[config.mk]
export PLATFORM = sky130hd
export DESIGN_NAME = buzzer_seq_player
export DESIGN_NICKNAME = d
export VERILOG_FILES = /design/src/rtl/buzzer_seq_player.sv
export SDC_FILE = /design/constraint.sdc
export NUM_CORES = 1
export LEC_CHECK = 0
export BUFFER_PORTS_ARGS = -buffer_cell sky130_fd_sc_hd__buf_2
export CAP_MARGIN = 20
export CORE_MARGIN = 5
export CORE_UTILIZATION = 45
export CTS_BUF_LIST = sky130_fd_sc_hd__clkbuf_4
export DETAILED_ROUTE_END_ITERATION = 7
export GPL_TIMING_DRIVEN = 0
export HOLD_SLACK_MARGIN = 0.08
export SKIP_LAST_GASP = 1
export SYNTH_ARGS = -nofsm -noshare
export SYNTH_HDL_FRONTEND = slang
export SYNTH_SLANG_ARGS = --single-unit
[constraint.sdc]
create_clock -name FPGA_CLK -period 4.5 [get_ports FPGA_CLK]
set_clock_uncertainty 0.1 [all_clocks]
set_input_delay 0.225 -clock FPGA_CLK [delete_from_list [all_inputs] [get_ports FPGA_CLK]]
set_output_delay 0.225 -clock FPGA_CLK [all_outputs]
set_load 0.005 [all_outputs]
[src/rtl/buzzer_seq_player.sv]
// buzzer_seq_player: note sequencer front-end for a piezo buzzer.
// Accepts one note command per valid/ready handshake. Each note is played as
// a square wave for an exact number of duration ticks, followed by a fixed
// silent gap. Half-periods come from a 16-entry table (cycles at 50 MHz),
// shifted right by the octave field at accept time.
//
// Ports:
//   FPGA_CLK    system clock
//   FPGA_RST_N  asynchronous active-low reset
//   cmd_valid   command present
//   cmd_ready   block can accept a command (IDLE and no abort)
//   cmd_note    note index into the half-period table
//   cmd_octave  half-period right-shift count
//   cmd_dur     note length in ticks (0 = complete immediately, no tone)
//   cmd_rest    1 = silent note of the same duration
//   abort       stop the current note at the next edge, no done pulse
//   mute        level gate on beep; timing and tone phase keep running
//   busy        FSM not idle
//   done        one-cycle pulse when a note and its gap complete
//   beep        registered buzzer drive
module buzzer_seq_player #(
    parameter int unsigned CLK_HZ    = 50000000,
    parameter int unsigned TICK_HZ   = 1000,
    parameter int unsigned NOTE_W    = 4,
    parameter int unsigned DUR_W     = 8,
    parameter int unsigned GAP_TICKS = 10,
    parameter int unsigned DIV_W     = 22
) (
    input  logic              FPGA_CLK,
    input  logic              FPGA_RST_N,
    input  logic              cmd_valid,
    output logic              cmd_ready,
    input  logic [NOTE_W-1:0] cmd_note,
    input  logic [1:0]        cmd_octave,
    input  logic [DUR_W-1:0]  cmd_dur,
    input  logic              cmd_rest,
    input  logic              abort,
    input  logic              mute,
    output logic              busy,
    output logic              done,
    output logic              beep
);

    localparam int unsigned TICK_DIV_RAW = CLK_HZ / TICK_HZ;
    localparam int unsigned TICK_DIV     = (TICK_DIV_RAW < 1) ? 1 : TICK_DIV_RAW;
    localparam int unsigned PRE_W        = (TICK_DIV > 1) ? $clog2(TICK_DIV) : 1;
    localparam int unsigned GAP_W        = (GAP_TICKS > 0) ? $clog2(GAP_TICKS + 1) : 1;

    typedef enum logic [1:0] {
        S_IDLE = 2'd0,
        S_TONE = 2'd1,
        S_GAP  = 2'd2
    } state_e;

    // Half-period lookup; indexes beyond the table yield 0 (silent note).
    function automatic logic [DIV_W-1:0] hp_lookup(input logic [NOTE_W-1:0] note);
        logic [15:0] hp;
        int unsigned idx;
        idx = 32'(note);
        case (idx)
            0:       hp = 16'd28409;
            1:       hp = 16'd25329;
            2:       hp = 16'd23900;
            3:       hp = 16'd21294;
            4:       hp = 16'd18968;
            5:       hp = 16'd17908;
            6:       hp = 16'd15943;
            7:       hp = 16'd14204;
            8:       hp = 16'd12658;
            9:       hp = 16'd11944;
            10:      hp = 16'd10642;
            11:      hp = 16'd9480;
            12:      hp = 16'd8950;
            13:      hp = 16'd7971;
            14:      hp = 16'd7102;
            15:      hp = 16'd6327;
            default: hp = 16'd0;
        endcase
        return DIV_W'(hp);
    endfunction

    state_e            state_q, state_d;
    logic [DIV_W-1:0]  hp_q, hp_d;
    logic [DIV_W-1:0]  tone_q, tone_d;
    logic              phase_q, phase_d;
    logic              rest_q, rest_d;
    logic [DUR_W-1:0]  dur_q, dur_d;
    logic [GAP_W-1:0]  gap_q, gap_d;
    logic [PRE_W-1:0]  pre_q, pre_d;
    logic              zero_q, zero_d;
    logic              beep_q, beep_d;
    logic              done_q, done_d;

    logic              tick_wrap;
    logic              tone_wrap;
    logic              phase_next;
    logic [PRE_W-1:0]  pre_next;
    logic              accept;

    assign cmd_ready = (state_q == S_IDLE) & ~abort;
    assign busy      = (state_q != S_IDLE);
    assign done      = done_q;
    assign beep      = beep_q;

    // State register and datapath registers.
    always_ff @(posedge FPGA_CLK or negedge FPGA_RST_N) begin
        if (!FPGA_RST_N) begin
            state_q <= S_IDLE;
            hp_q    <= '0;
            tone_q  <= '0;
            phase_q <= 1'b0;
            rest_q  <= 1'b0;
            dur_q   <= '0;
            gap_q   <= '0;
            pre_q   <= '0;
            zero_q  <= 1'b0;
            beep_q  <= 1'b0;
            done_q  <= 1'b0;
        end else begin
            state_q <= state_d;
            hp_q    <= hp_d;
            tone_q  <= tone_d;
            phase_q <= phase_d;
            rest_q  <= rest_d;
            dur_q   <= dur_d;
            gap_q   <= gap_d;
            pre_q   <= pre_d;
            zero_q  <= zero_d;
            beep_q  <= beep_d;
            done_q  <= done_d;
        end
    end

    // Next-state and output logic.
    always_comb begin
        state_d = state_q;
        hp_d    = hp_q;
        tone_d  = tone_q;
        phase_d = phase_q;
        rest_d  = rest_q;
        dur_d   = dur_q;
        gap_d   = gap_q;
        pre_d   = pre_q;
        zero_d  = 1'b0;
        beep_d  = 1'b0;
        done_d  = 1'b0;

        tick_wrap  = (pre_q == PRE_W'(TICK_DIV - 1));
        pre_next   = tick_wrap ? '0 : pre_q + PRE_W'(1);
        // hp==0 never wraps, so the phase stays low and beep stays silent
        tone_wrap  = (hp_q != '0) && (tone_q == hp_q - DIV_W'(1));
        phase_next = phase_q ^ tone_wrap;
        accept     = cmd_valid & ~abort;

        unique case (state_q)
            S_IDLE: begin
                // zero-length note completes one cycle after its accept edge
                done_d = zero_q;
                if (accept) begin
                    hp_d    = hp_lookup(cmd_note) >> cmd_octave;
                    dur_d   = cmd_dur;
                    rest_d  = cmd_rest;
                    pre_d   = '0;
                    tone_d  = '0;
                    phase_d = 1'b0;
                    if (cmd_dur == '0) begin
                        zero_d = 1'b1;
                    end else begin
                        state_d = S_TONE;
                    end
                end
            end

            S_TONE: begin
                if (abort) begin
                    state_d = S_IDLE;
                end else begin
                    pre_d   = pre_next;
                    phase_d = phase_next;
                    tone_d  = (tone_wrap || (hp_q == '0)) ? '0 : tone_q + DIV_W'(1);
                    if (tick_wrap) begin
                        dur_d = dur_q - DUR_W'(1);
                        if (dur_q == DUR_W'(1)) begin
                            if (GAP_TICKS > 0) begin
                                state_d = S_GAP;
                                gap_d   = GAP_W'(GAP_TICKS);
                                pre_d   = '0;
                            end else begin
                                state_d = S_IDLE;
                                done_d  = 1'b1;
                            end
                        end
                    end
                    // beep is forced low on the edge that leaves TONE
                    if (state_d == S_TONE) begin
                        beep_d = phase_next & ~rest_q & ~mute & (hp_q != '0);
                    end
                end
            end

            S_GAP: begin
                if (abort) begin
                    state_d = S_IDLE;
                end else begin
                    pre_d = pre_next;
                    if (tick_wrap) begin
                        gap_d = gap_q - GAP_W'(1);
                        if (gap_q == GAP_W'(1)) begin
                            state_d = S_IDLE;
                            done_d  = 1'b1;
                        end
                    end
                end
            end

            default: begin
                state_d = S_IDLE;
            end
        endcase
    end

endmodule

Word-level counts from Yosys, hierarchy flattened
Memories as Yosys holds them, arrays and structs flattened. Cells that the tools add are included.

Reductions and logical operators: 16. Multiplexer cells: 47. Bitwise operators: 9. Add/subtract/negate cells: 5. Shifts and indexed selects: 1. Eq/ne operators: 16.

Operators with widths (number): $mux W16 (8); $mux W22 (3); $pmux W16 S3 (1); $pmux W22 S2 (1); $mux W8 (3); $add A22 B1 Y22 const B (1); $eq A22 B22 Y1 (1); $logic_not A22 Y1 (1); $reduce_bool A22 Y1 (1); $shr A16 B2 Y22 (1); $sub A22 B1 Y22 const B (1); $mux W2 (10); $mux W4 (5); $add A16 B1 Y16 const B (1); $eq A16 B16 Y1 const B (1); $pmux W8 S2 (1); $ne A2 B2 Y1 const B (7); $reduce_and A4 Y1 (3); $mux W1 (11); $eq A8 B1 Y1 const B (1); $logic_not A8 Y1 (1); $pmux W4 S2 (1); $sub A8 B1 Y8 const B (1); $ne A3 B3 Y1 const B (2); other kinds (17) (27).

Bits in registers: 79. Bits of input ports: 20. Word-level logic and storage cells: 106. Memory bits (read-only): 240. Memories: 1.

Memory list: (name not given) (depth 16, bits a word 15, rd ports 1, clocked after memory_dff 0, wr ports 0, RTL line 60) `case (idx)`.

Logic depth before layout (Yosys ltp)
Depth in word-level cells: 10. Mapped depth: 11. Depth with buffers taken out: 9.

Worst setup path after synthesis
No wires, ideal clock.

Path type: reg2reg. Start: reg hp_q[0]. End: reg phase_q. Buffers on the path: 1. Setup time: 87 ps. Clock period less this slack: 3318 ps. Cell stages (with the launch flop): 11. Arrival: 3131 ps. Setup slack: 1182 ps. Path through: dfrtp_1 inv_1 ha_1 or3b_2 buf_2 o31a_1 or4_4 and3_4 a211o_4 or4b_1 o211ai_1.

Word-level cells in the longest chain between the ends: 6. Elaborated cells between the ends (all ways): 7.

RTL lines: start: declaration (RTL line 83) `logic [DIV_W-1:0] hp_q, hp_d;`; start signal: assignment (RTL line 121) `hp_q <= hp_d;`; $sub A22 B1 Y22 (RTL line 151) `tone_wrap = (hp_q != '0) && (tone_q == hp_q - DIV_W'(1));`; $eq A22 B22 Y1 (RTL line 151); $logic_and A1 B1 Y1 * (RTL line 151); $xor A1 B1 Y1 * (RTL line 152) `phase_next = phase_q ^ tone_wrap;`; $mux W1 * (RTL line 175) `if (abort) begin`; $pmux W1 S2 * (RTL line 155) `unique case (state_q)`; end signal: assignment (RTL line 123) `phase_q <= phase_d;`; end: declaration (RTL line 85) `logic phase_q, phase_d;`.

Every way passes the cells marked *; elsewhere a longest branch is shown, timed or not. The select of a mux whose other input is x is not followed. A chain may end at the register's enable or synchronous reset.

Final worst setup path
Start: reg hp_q[0]. End: reg tone_q[10].

Word-level cells in the longest chain between the ends: 7. Elaborated cells between the ends (all ways): 9.

RTL lines: $sub A22 B1 Y22 (RTL line 151); $eq A22 B22 Y1 (RTL line 151); $logic_and A1 B1 Y1 (RTL line 151); $logic_or A1 B1 Y1 * (RTL line 180) `tone_d = (tone_wrap || (hp_q == '0)) ? '0 : tone_q + DIV_W'(1);`; $mux W22 * (RTL line 180); $mux W22 * (RTL line 175); $pmux W22 S2 * (RTL line 155); end signal: assignment (RTL line 122) `tone_q <= tone_d;`; end: declaration (RTL line 84) `logic [DIV_W-1:0] tone_q, tone_d;`.

Marked as above.

==> metrics.md <==
| Metric | Value |
|---|---|
| Status | `finished clean` |
| Cell Area, Synth | `0.00546 mm^2` |
| Reg area | `0.00180 mm^2` |
| DR WL/cell | `15.9 um` |
| Reg2reg path depth | `11` |
| FF-to-FF End | `tone_q[10]` |
| Worst hold path type | `input pin to asynchronous set/reset pin` |
| Die Height | `120 um` |
| Slew @ Worst Pin | `829 ps` |
| P&R area growth vs syn | `11.8%` |
| Multi-input gate area | `0.00337 mm^2` |
| Int Power | `1.43 mW` |
| Worst-path clk slew | `130 ps` |
| Vias per Instance | `5.91` |
| Final GP Congestion | `0.896` |
| Syn Inst Count | `682` |
| Sequential Power Share | `0.369` |
| Leak | `2.45 nW` |
| Pwr Total | `2.50 mW` |
| Crit path DAT | `4000 ps` |
| Starting Density | `0.456` |
| Filler Cells Inserted | `1,148` |
| Flop2flop setup slack | `720 ps` |
| Cell Pwr Density | `410 mW/mm^2` |
| Number of synthesized flops with an enable pin | `0` |
| Maximum vdd ir drop | `0.178 mV` |
| Postcts setup bufs | `0` |
| Setup crit start kind | `flip-flop` |
| Core area | `0.0120 mm^2` |
| Worst Setup End Kind | `flip-flop` |
| MaxCap Viol Count | `0` |
| Sw power | `1.07 mW` |
| Post-synth cell types | `68` |
| Hold-fix buffers at CTS | `15` |
| R2r startpoint | `hp_q[0]` |
| Vias | `5,217` |
| Max_slew headroom | `0.446` |
| Worst-skew pair later-pin latency | `470 ps` |
| Drt pass-1 iters | `5` |
| # rows | `40` |
| Initial antenna violation count | `0` |
| Yosys warnings | `0` |
| Syn_nets | `724` |
| Commonest non-fill, non-tap cell in the layout | `nand2_1` |
| GRT overflow | `0` |
| Total track usage | `0.200` |
| Largest area contributor in the netlist | `dfrtp_1` |
| Resize count post-CTS | `0` |
| Setup TNS | `0 ps` |
| Synthesized area per cell | `8.00 um^2` |
| Register bit total from synthesis | `72` |
| Most frequent cells in the layout | `nand2_1, dfrtp_1, nor2_1` |
| Fraction of registers with async set/reset | `1.00` |
| Final Instance Count excl. Fillers | `883` |
| TritonCTS Buffers | `9` |
| Share of total power in the clock network | `0.199` |
| Dpl cells | `852` |
| Final WS setup | `724 ps` |
| Final WL | `14.0 mm` |
| Switching share of total power | `0.428` |
| I/O Buffers | `22` |
| # clock sinks | `72` |
| Final Hold Fails | `0` |
| Logic pwr share | `0.432` |
| Die width | `120 um` |
| WP data required | `4730 ps` |
| First DRT Iteration DRCs | `420` |
| Max Buffers Root-to-Sink | `2` |
| Nets | `773` |
| Fin crit share | `0.839` |
| Main synth FF type | `dfrtp_1` |
| Maximum number of pins on one net before global-route repair | `46` |
| CTS Root Cell | `clkbuf_4` |
| Io pins | `24` |
| Pins over their slew limit | `0` |
| Layout cells sized above 1 | `0.0829` |
| RSZ-0062 raised after global routing | `no` |
| DIE AREA | `0.0144 mm^2` |
| Place WS | `745 ps` |
| DP HPWL | `10.3 mm` |
| CP Max Fanout | `10` |
| Final min period | `3780 ps` |
| CTS tree | `yes` |
| Max Freq | `0.265 GHz` |
| Critical path class | `flip-flop to flip-flop` |
| H-tree levels | `3` |
| Top-area cell type share of the netlist area | `0.330` |
| Synth area leaders | `dfrtp_1, nand2_1, o21ai_0` |
| Antenna Nets Post-Route | `0` |
| Seq/Total Area, Yosys | `0.330` |
| WHS | `109 ps` |
| Number of global-route vias before repair | `4,915` |
| Final setup violation count | `0` |
| Wire length of the first global-routing pass | `23.6 mm` |
| Ant. Diodes | `0` |
| Drt drc | `0` |
[sequential cells by signal, summed over array words and instances (netlist names)]
| name | flops |
|---|---|
| hp_q | 15 |
| pre_q | 16 |
| phase_q | 1 |
| tone_q | 22 |
| zero_q | 1 |
| done | 1 |
| beep | 1 |
| gap_q | 4 |
| rest_q | 1 |
| state_q | 2 |
| dur_q | 8 |
[worst max-delay path, cell delays in order, from the launching register on]
cell	delay [ps]
dfrtp_1	480
inv_1	110
ha_1	190
or3b_2	440
buf_2	190
o31a_1	300
or4_4	510
and3_4	220
a211o_4	320
o21ai_4	310
buf_2	310
o211ai_1	140
[power by group through the flow]
stage	sequential [mW]	combinational, mW	clock [mW]
floorplan	0.890	0.815	0
global placement	0.927	1.04	0
detailed placement	0.934	1.06	0
CTS	0.920	1.08	0.516
global route	0.943	1.22	0.544
finish	0.923	1.08	0.498
[routing by layer]
| layer | up-vias | GRT usage | wire (um) |
|---|---|---|---|
| met1 | 2484 | 0.269 | 6660 |
| li1 | 2577 | - | - |
| met5 | - | 0 | 0 |
| met2 | 137 | 0.325 | 6470 |
| met4 | 0 | 0.0608 | 215 |
| met3 | 19 | 0.0377 | 678 |
[synthesized netlist by cell type, drive strengths merged (3+ instances only)]
cell,n
a21oi,26
o41ai,3
a41oi,8
a21o,3
ha,22
o31ai,10
a21boi,4
nand4b,3
nor2,64
nand3,22
clkbuf,33
and2,5
a211o,4
nand2,93
dfrtp,72
or2,7
nor4,13
buf,11
nor3,15
or4b,3
nor3b,5
o22a,8
and3,6
xor2,12
nand4,15
inv,25
xnor2,13
o211ai,30
or3,6
mux2i,16
nor2b,9
nand2b,9
a211oi,5
o21ai,57
or4,9
a31oi,5
a22oi,3
[cell type report]
type / instances / area share
Timing Repair Buffer: 38 / 0.0476
Inverter: 27 / 0.0166
Buffer: 44 / 0.0304
Clock inverter: 7 / 0.0168
Tap cell: 147 / 0.0302
Multi-Input combinational cell: 539 / 0.552
Sequential cell: 72 / 0.295
Clock buffer: 9 / 0.0111
[logic make-up after synthesis]
kind of cell | count (synthesis) | share of synthesized area
buffers and inverters | 71 | 0.0525
DFF | 72 | 0.330
xor gates and xnor gates | 25 | 0.0401
adders and majority gates | 22 | 0.0505
muxes | 19 | 0.0376
AOI/OAI and AO/OA | 181 | 0.222
and+or+nand+nor | 292 | 0.267
[how the worst max path moves through the flow]
stage / start / to / slack, ps / cells past startpoint
detailed placement: hp_q[0] / tone_q[10] / 750 / 11
global placement: hp_q[0] / tone_q[8] / 800 / 11
global route: hp_q[3] / tone_q[10] / 370 / 9
finish: hp_q[0] / tone_q[10] / 720 / 11
floorplan: hp_q[0] / phase_q / 1180 / 10
CTS: hp_q[0] / tone_q[10] / 700 / 11
[metrics by stage]
| stage | utilization | instance area, um^2 |
|---|---|---|
| after floorplan | - | 5460 |
| after global placement | 0.481 | 5750 |
| after detailed placement | 0.483 | 5780 |
| after CTS | 0.510 | 6100 |
| after global routing | 0.510 | 6100 |
| final | 0.510 | 6100 |
Note: power is estimated with default switching activity, not from simulation.
